### src/rtl/fetch_pkg.sv
// Shared fetch-path types and constants used by the instruction queue.
package fetch_pkg;

  typedef struct packed {
    logic [31:0] pc;
    logic [31:0] instr;
  } fetch_entry_t;

  localparam int FETCH_QUEUE_DEPTH = 4;
  localparam logic [31:0] BUBBLE_INSTR = '0;

endpackage

### src/rtl/fetch_queue_mem.sv
// Entry storage for fetch_queue: one synchronous write port, one asynchronous read port.
module fetch_queue_mem
  import fetch_pkg::*;
#(
  parameter int DEPTH = FETCH_QUEUE_DEPTH
) (
  input  logic                     clk,
  input  logic                     wr_en,
  input  logic [$clog2(DEPTH)-1:0] wr_addr,
  input  fetch_entry_t             wr_data,
  input  logic [$clog2(DEPTH)-1:0] rd_addr,
  output fetch_entry_t             rd_data
);

  fetch_entry_t storage [DEPTH];

  always_ff @(posedge clk) begin
    if (wr_en) storage[wr_addr] <= wr_data;
  end

  assign rd_data = storage[rd_addr];

endmodule

### src/rtl/fetch_queue.sv
// Instruction queue between fetch and decode; registered full stalls the front end.
// Optional same-cycle bypass into an empty queue is enabled by FETCH_QUEUE_BYPASS_EN.
module fetch_queue
  import fetch_pkg::*;
#(
  parameter int DEPTH = FETCH_QUEUE_DEPTH,
  parameter int WIDTH = 32
) (
  input  logic                     clk,
  input  logic                     reset,
  input  logic                     in_valid,
  input  logic [WIDTH-1:0]         in_pc,
  input  logic [WIDTH-1:0]         in_instr,
  output logic                     full,
  input  logic                     out_ready,
  output logic                     out_valid,
  output logic [WIDTH-1:0]         out_pc,
  output logic [WIDTH-1:0]         out_instr,
  input  logic                     flush,
  output logic [$clog2(DEPTH):0]   count
);

  localparam int AW = $clog2(DEPTH);
  localparam logic [AW:0] FULL_COUNT = (AW+1)'(DEPTH);

  logic [AW:0]  wptr, rptr, count_next;
  logic         empty, push, wr_en, rd_pop, bypass_take;
  fetch_entry_t wr_entry, rd_entry;

  assign empty    = (wptr == rptr);
  assign push     = in_valid & ~full;
  assign rd_pop   = ~empty & out_ready;
  assign wr_entry = '{pc: in_pc, instr: in_instr};

`ifdef FETCH_QUEUE_BYPASS_EN
  logic bypass_hit;
  assign bypass_hit  = empty & in_valid & ~flush;
  assign bypass_take = bypass_hit & out_ready;

  always_comb begin
    out_valid = 1'b0;
    out_pc    = '0;
    out_instr = BUBBLE_INSTR;
    if (!empty) begin
      out_valid = 1'b1;
      out_pc    = rd_entry.pc;
      out_instr = rd_entry.instr;
    end else if (bypass_hit) begin
      out_valid = 1'b1;
      out_pc    = in_pc;
      out_instr = in_instr;
    end
  end
`else
  assign bypass_take = 1'b0;

  always_comb begin
    out_valid = ~empty;
    out_pc    = empty ? '0 : rd_entry.pc;
    out_instr = empty ? BUBBLE_INSTR : rd_entry.instr;
  end
`endif

  // A bypassed-and-consumed entry never touches storage; flush discards the push.
  assign wr_en = push & ~bypass_take & ~flush;

  always_comb begin
    count_next = count;
    case ({wr_en, rd_pop})
      2'b10:   count_next = count + 1'b1;
      2'b01:   count_next = count - 1'b1;
      default: count_next = count;
    endcase
  end

  always_ff @(posedge clk) begin
    if (reset || flush) begin
      wptr  <= '0;
      rptr  <= '0;
      count <= '0;
      full  <= 1'b0;
    end else begin
      wptr  <= wptr + {{AW{1'b0}}, wr_en};
      rptr  <= rptr + {{AW{1'b0}}, rd_pop};
      count <= count_next;
      full  <= (count_next == FULL_COUNT);
    end
  end

  fetch_queue_mem #(.DEPTH(DEPTH)) u_mem (
    .clk     (clk),
    .wr_en   (wr_en),
    .wr_addr (wptr[AW-1:0]),
    .wr_data (wr_entry),
    .rd_addr (rptr[AW-1:0]),
    .rd_data (rd_entry)
  );

endmodule

### config.mk
export PLATFORM = sky130hd
export DESIGN_NAME = fetch_queue
export DESIGN_NICKNAME = d
export VERILOG_FILES = /design/src/rtl/fetch_pkg.sv /design/src/rtl/fetch_queue_mem.sv /design/src/rtl/fetch_queue.sv
export SDC_FILE = /design/constraint.sdc
export NUM_CORES = 1
export LEC_CHECK = 0
export CAP_MARGIN = 20
export CORE_UTILIZATION = 55
export CTS_CLUSTER_DIAMETER = 30
export DETAILED_ROUTE_END_ITERATION = 7
export HOLD_SLACK_MARGIN = 0.05
export PLACE_DENSITY = 0.84
export SETUP_SLACK_MARGIN = 0.1
export SYNTH_ARGS = -nofsm -noshare
export SYNTH_HDL_FRONTEND = slang
export SYNTH_SLANG_ARGS = --single-unit
### constraint.sdc
create_clock -name clk -period 8.4 [get_ports clk]
set_input_delay 0.84 -clock clk [delete_from_list [all_inputs] [get_ports clk]]
set_output_delay 0.84 -clock clk [all_outputs]
set_load 0.1 [all_outputs]
# Word level (Yosys, flattened, before mapping)
# Memory sizes are Yosys's and may differ from the RTL's. A register that Yosys moved wholly into a read port is not among the register bits.
# Cells that the tools add are included.
# word_totals
register_bits,10
latch_bits,0
ram_bits,256
rom_bits,0
input_bits,69
out_inout_bits,69
wordCells,26
n_memories,1
# classes
add_sub_neg,4
multipliers,0
n_div,0
magnitude_cmp,0
eq_ne,4
shifts,0
muxes,6
n_bitwise,6
n_reduce_logical,1
# mem_list
memory,words,width,read_ports,rd_clocked_by_memory_dff,wr,line_no,source
u_mem.storage,4,64,1,1,1,fetch_queue_mem.sv:15,fetch_entry_t storage [DEPTH];
# op_table
operator,n
$mux 32,2
$add 3x1->3,2
$pmux 3 s2,1
$add 3x1->3 const B,1
$and 1x1->1,3
$eq 3x3->1,1
$eq 3x3->1 const B,1
$not 1->1,3
$sub 3x1->3 const B,1
$eq 2x1->1 const B,1
$eq 2x2->1 const B,1
$mux 1,2
$mux 2,1
$logic_or 1x1->1,1

# Longest topological paths before layout
# logic_depth
depth_word,6
mapped_depth,9
depth_no_buf,8

# By module
# Synthesis repeated with hierarchy kept, for this count alone.
# unflattened
hier_cells,458
area_unflattened_um2,10254.8
# modules_own_cells
module,instances,cells_per_inst,area_per_inst_um2,seq_area_each_um2
fetch_queue_mem,1,338,9341.5,7687.4
fetch_queue,1,120,913.4,200.2

# Least setup slack after synthesis
# No wires, ideal clock.
# synth_path
path_kind,input -> register
from,input port flush
to,"memory u_mem.storage[1][0] in the netlist's numbering, enable pin"
setup_ps,578
arrival_ps,5740
required_ps,7822
slack_ps,2082
cell_stages,3
path_buffers,0
path_cell_list,nor2_1 nand2_1 nor3b_1
# synth_via
elab_chain_len,4
# synth_rtl
element,line_no,source
from (decl),fetch_queue.sv:19,"input logic flush,"
$not 1->1,fetch_queue.sv:65,assign wr_en = push & ~bypass_take & ~flush;
$and 1x1->1,fetch_queue.sv:65,
$mux 1,fetch_queue_mem.sv:18,if (wr_en) storage[wr_addr] <= wr_data;
$mux 1 (not written as such),fetch_queue_mem.sv:18,
to (decl),fetch_queue_mem.sv:15,
# No other way between the ends.

# Worst setup path after layout
# layout_path
from,register rptr[1]
to,output port out_instr[18]
# layout_via
elab_chain_len,2
# layout_rtl
element,line_no,source
from (decl),fetch_queue.sv:26,"logic [AW:0] wptr, rptr, count_next;"
from (signal assigned),fetch_queue.sv:84,"rptr <= rptr + {{AW{1'b0}}, rd_pop};"
$eq 3x3->1,fetch_queue.sv:30,assign empty = (wptr == rptr);
$mux 32,fetch_queue.sv:60,out_instr = empty ? BUBBLE_INSTR : rd_entry.instr;
to (decl),fetch_queue.sv:18,"output logic [WIDTH-1:0] out_instr,"
# No other way between the ends.

==> key figures <==
GRT
  – Gr ovfl total: 0
  – Global-route wire length before repair: 29700 um
  – Initial antenna violation count: 1
  – GRT Resource Usage Total: 20.8%
  – Largest net degree at the start of global routing: 67
  – Vias in the first global route: 5287

Clocking
  – TritonCTS clock tree: yes
  – Clock sink total: 266
  – Hold-fix buffers, CTS: 0
  – Clk buf depth: 3
  – CTS buffer count: 41
  – H-Tree Depth: 2
  – Post-CTS setup buffer count: 0
  – Root buf cell: clkbuf_16
  – Post-CTS resize count: 0
  – Clock Latency Late Sink: 0.51 ns
  – CTS clk-pin slew, worst paths: 0.05 ns

Yosys
  – Synth unique cells: 25
  – Synth Instances: 457
  – Cell taking the most area after synthesis: edfxtp_1
  – Avg Inst Size Synth: 22.3 um^2
  – Mapped Area: 0.0102 mm^2
  – Synth top area cells: edfxtp_1 76%, mux4_2 14%, nor2b_1 4.0%
  – Post-synth top area share: 75.6%
  – Warnings, synthesis: 0
  – Sequential share of the synthesized area: 77.5%
  – Post-Syn Nets: 532
  – #FFs+latches synth: 266

Routing
  – Drt total wl: 19500 um
  – Drc violations: 0
  – Vias: 4968
  – Wire per inst: 22.1 um
  – Drt first pass iters: 4
  – Initial DRC Count: 297
  – Routed vias/inst: 5.63
  – Antenna-violating nets left: 0

STA
  – RSZ-0062 raised after global routing: false
  – Final period util: 57.6%
  – Finish-stage setup viols: 0
  – Slew @ Worst Pin: 1.00 ns
  – Fmax: 207 MHz
  – Skew final: 0.0137 ns
  – Final hold vios: 0
  – Final setup TNS: 0 ns
  – Slew Limit Fails: 0
  – Worst hold slack: 0.561 ns
  – Post-layout min period: 4.83 ns
  – Max-slew headroom: 32.9%

Power
  – Sw power: 704 uW
  – Internal power: 2530 uW
  – Final Power: 3230 uW
  – Sw Share: 21.8%
  – Comb pwr share: 6.4%
  – Clock Power Share: 47.7%
  – Max VDD drop: 0.000191 V
  – Leakage: 0.00418 uW
  – Flop pwr share: 45.9%
  – Power Dens Cells: 247 mW/mm^2

Die
  – # IOs: 138
  – Num rows: 49
  – CORE AREA: 0.0180 mm^2
  – DIE WIDTH: 138 um
  – Die Y: 138 um
  – Die area: 0.0190 mm^2
  – Initial core utilization: 56.4%

Critical path
  – Worst-path fanout max: 66
  – Setup crit end kind: output pin
  – Critical Path AT: 3.99 ns
  – Reg2reg end: full
  – R2R cell count: 8
  – Critical path type: register to output pin
  – Startpoint Class: register
  – Worst R2R Setup Slack: 5.16 ns
  – Reg-to-Reg Start: rptr[1]
  – Req. time, crit path: 7.56 ns

Hold path
  – Destination of the worst hold path: full
  – Hold_sp: count[2]
  – Hold Path Class: register to register
  – Worst hold stages: 2

Placement
  – Post-DP HPWL: 11200 um
  – Number of buffers added on ports: 137
  – Cell count after placement: 808
  – GP Congestion: 0.746

Cells and area
  – Layout Area Growth over Synthesis: 28.4%
  – Final net count: 698
  – Ant diodes: 0
  – Ratio of cells with drive above 1 in the final layout: 20.8%
  – Layout Cells excl Fill: 882

Job
  – Max cap viols: 0

Status
  – Status: finished, final reports clean
## power by group through the flow
stage	combinational [uW]	clock, uW	sequential (uW)
global placement	202	0	1510
CTS	209	1560	1480
detailed placement	208	0	1510
global route	216	1620	1480
finish	207	1540	1480
floorplan	127	0	1510
## cells by family (layout without fill, tap and decap cells)
kind of cell,count (synthesis),after routing,share of synthesized area (%)
AO/OA/AOI/OAI,3,3,0.172
XOR/XNOR,7,7,0.603
adder cells (fa/ha/maj),6,6,0.812
buffers and inverters,23,219,1.49
flip-flops,266,266,77.5
multiplexers,65,65,14.3
AND/OR/NAND/NOR,87,87,5.14
## metrics by stage
stage / setup slack (ns) / area (um^2) / utilization (%)
floorplan: 2.08 / 10200 / -
global placement: 4.19 / 11800 / 65.3
detailed placement: 4.08 / 11800 / 65.3
CTS: 3.48 / 13000 / 72.4
global route: 3.35 / 13100 / 72.5
finish: 3.57 / 13100 / 72.5
## cells in the mapped netlist
| cell type | n |
|---|---|
| xnor2_1 | 3 |
| nand2_1 | 3 |
| clkbuf_1 | 6 |
| mux4_2 | 64 |
| and2_1 | 4 |
| or2_1 | 1 |
| buf_4 | 1 |
| o211ai_1 | 1 |
| xor2_1 | 4 |
| nor2_1 | 8 |
| edfxtp_1 | 256 |
| dfxtp_1 | 10 |
| buf_6 | 7 |
| nor2b_1 | 65 |
| fa_1 | 1 |
| a21oi_1 | 2 |
| nor3b_1 | 2 |
| ha_1 | 5 |
| inv_1 | 2 |
| nor3_1 | 1 |
| and3_1 | 1 |
| nor3_2 | 1 |
| mux2i_1 | 1 |
| buf_2 | 7 |
| or4_1 | 1 |
## flip-flops by register name, indices dropped and copies added, names as in the netlist
signal	cells
count	3
rptr	3
full	1
wptr	3
u_mem.storage	256
## worst max-delay path, cell delays in order (launching register included)
cell             delay [ns]
dfxtp_4                0.99
xor2_1                 0.21
nor3_4                 0.43
buf_4                  0.63
nor2b_1                0.14
clkdlybuf4s50_1        1.02
## area by class of cell
type / instances / area [um^2]
Sequential cell: 266 / 7900
Inverter: 2 / 7.51
Clock inverter: 24 / 191
Tap cell: 229 / 287
Clock buffer: 49 / 1080
Fill cell: 1061 / 4960
Multi-Input combinational cell: 168 / 2160
Timing Repair Buffer: 144 / 1440
## cell usage in the layout (no fill, tap or decap), drive strengths merged, types with 4 or more instances in the layout
cell             n
ha               5
clkinv          16
inv              6
mux4            64
nor2b           65
and2             4
edfxtp         256
buf              7
dfxtp           10
xor2             4
clkbuf          49
nor2             8
clkdlybuf4s50  137
## per-layer routing
metal / part of all wire [%] / GRT usage, % / vias to the layer above / wire (um)
met1: 41 / 27.5 / 2538 / 8080
met3: 6.1 / 5.58 / 43 / 1200
met5: 0 / 0 / - / 0
met2: 50 / 34.0 / 200 / 9750
li1: - / - / 2187 / -
met4: 2.4 / 6.88 / 0 / 465
## worst max path at each step
stage	depth (start not counted)	endpoint	slack [ns]	start
final	5	out_instr[18]	3.57	rptr[1]
after global routing	5	out_instr[18]	3.35	rptr[1]
after CTS	5	out_instr[18]	3.48	rptr[1]
after detailed placement	5	out_pc[30]	4.08	rptr[1]
after global placement	5	out_pc[22]	4.19	rptr[1]
after floorplan	3	u_mem.storage[1][0]	2.08	flush
(Power assumes the default switching activity.)
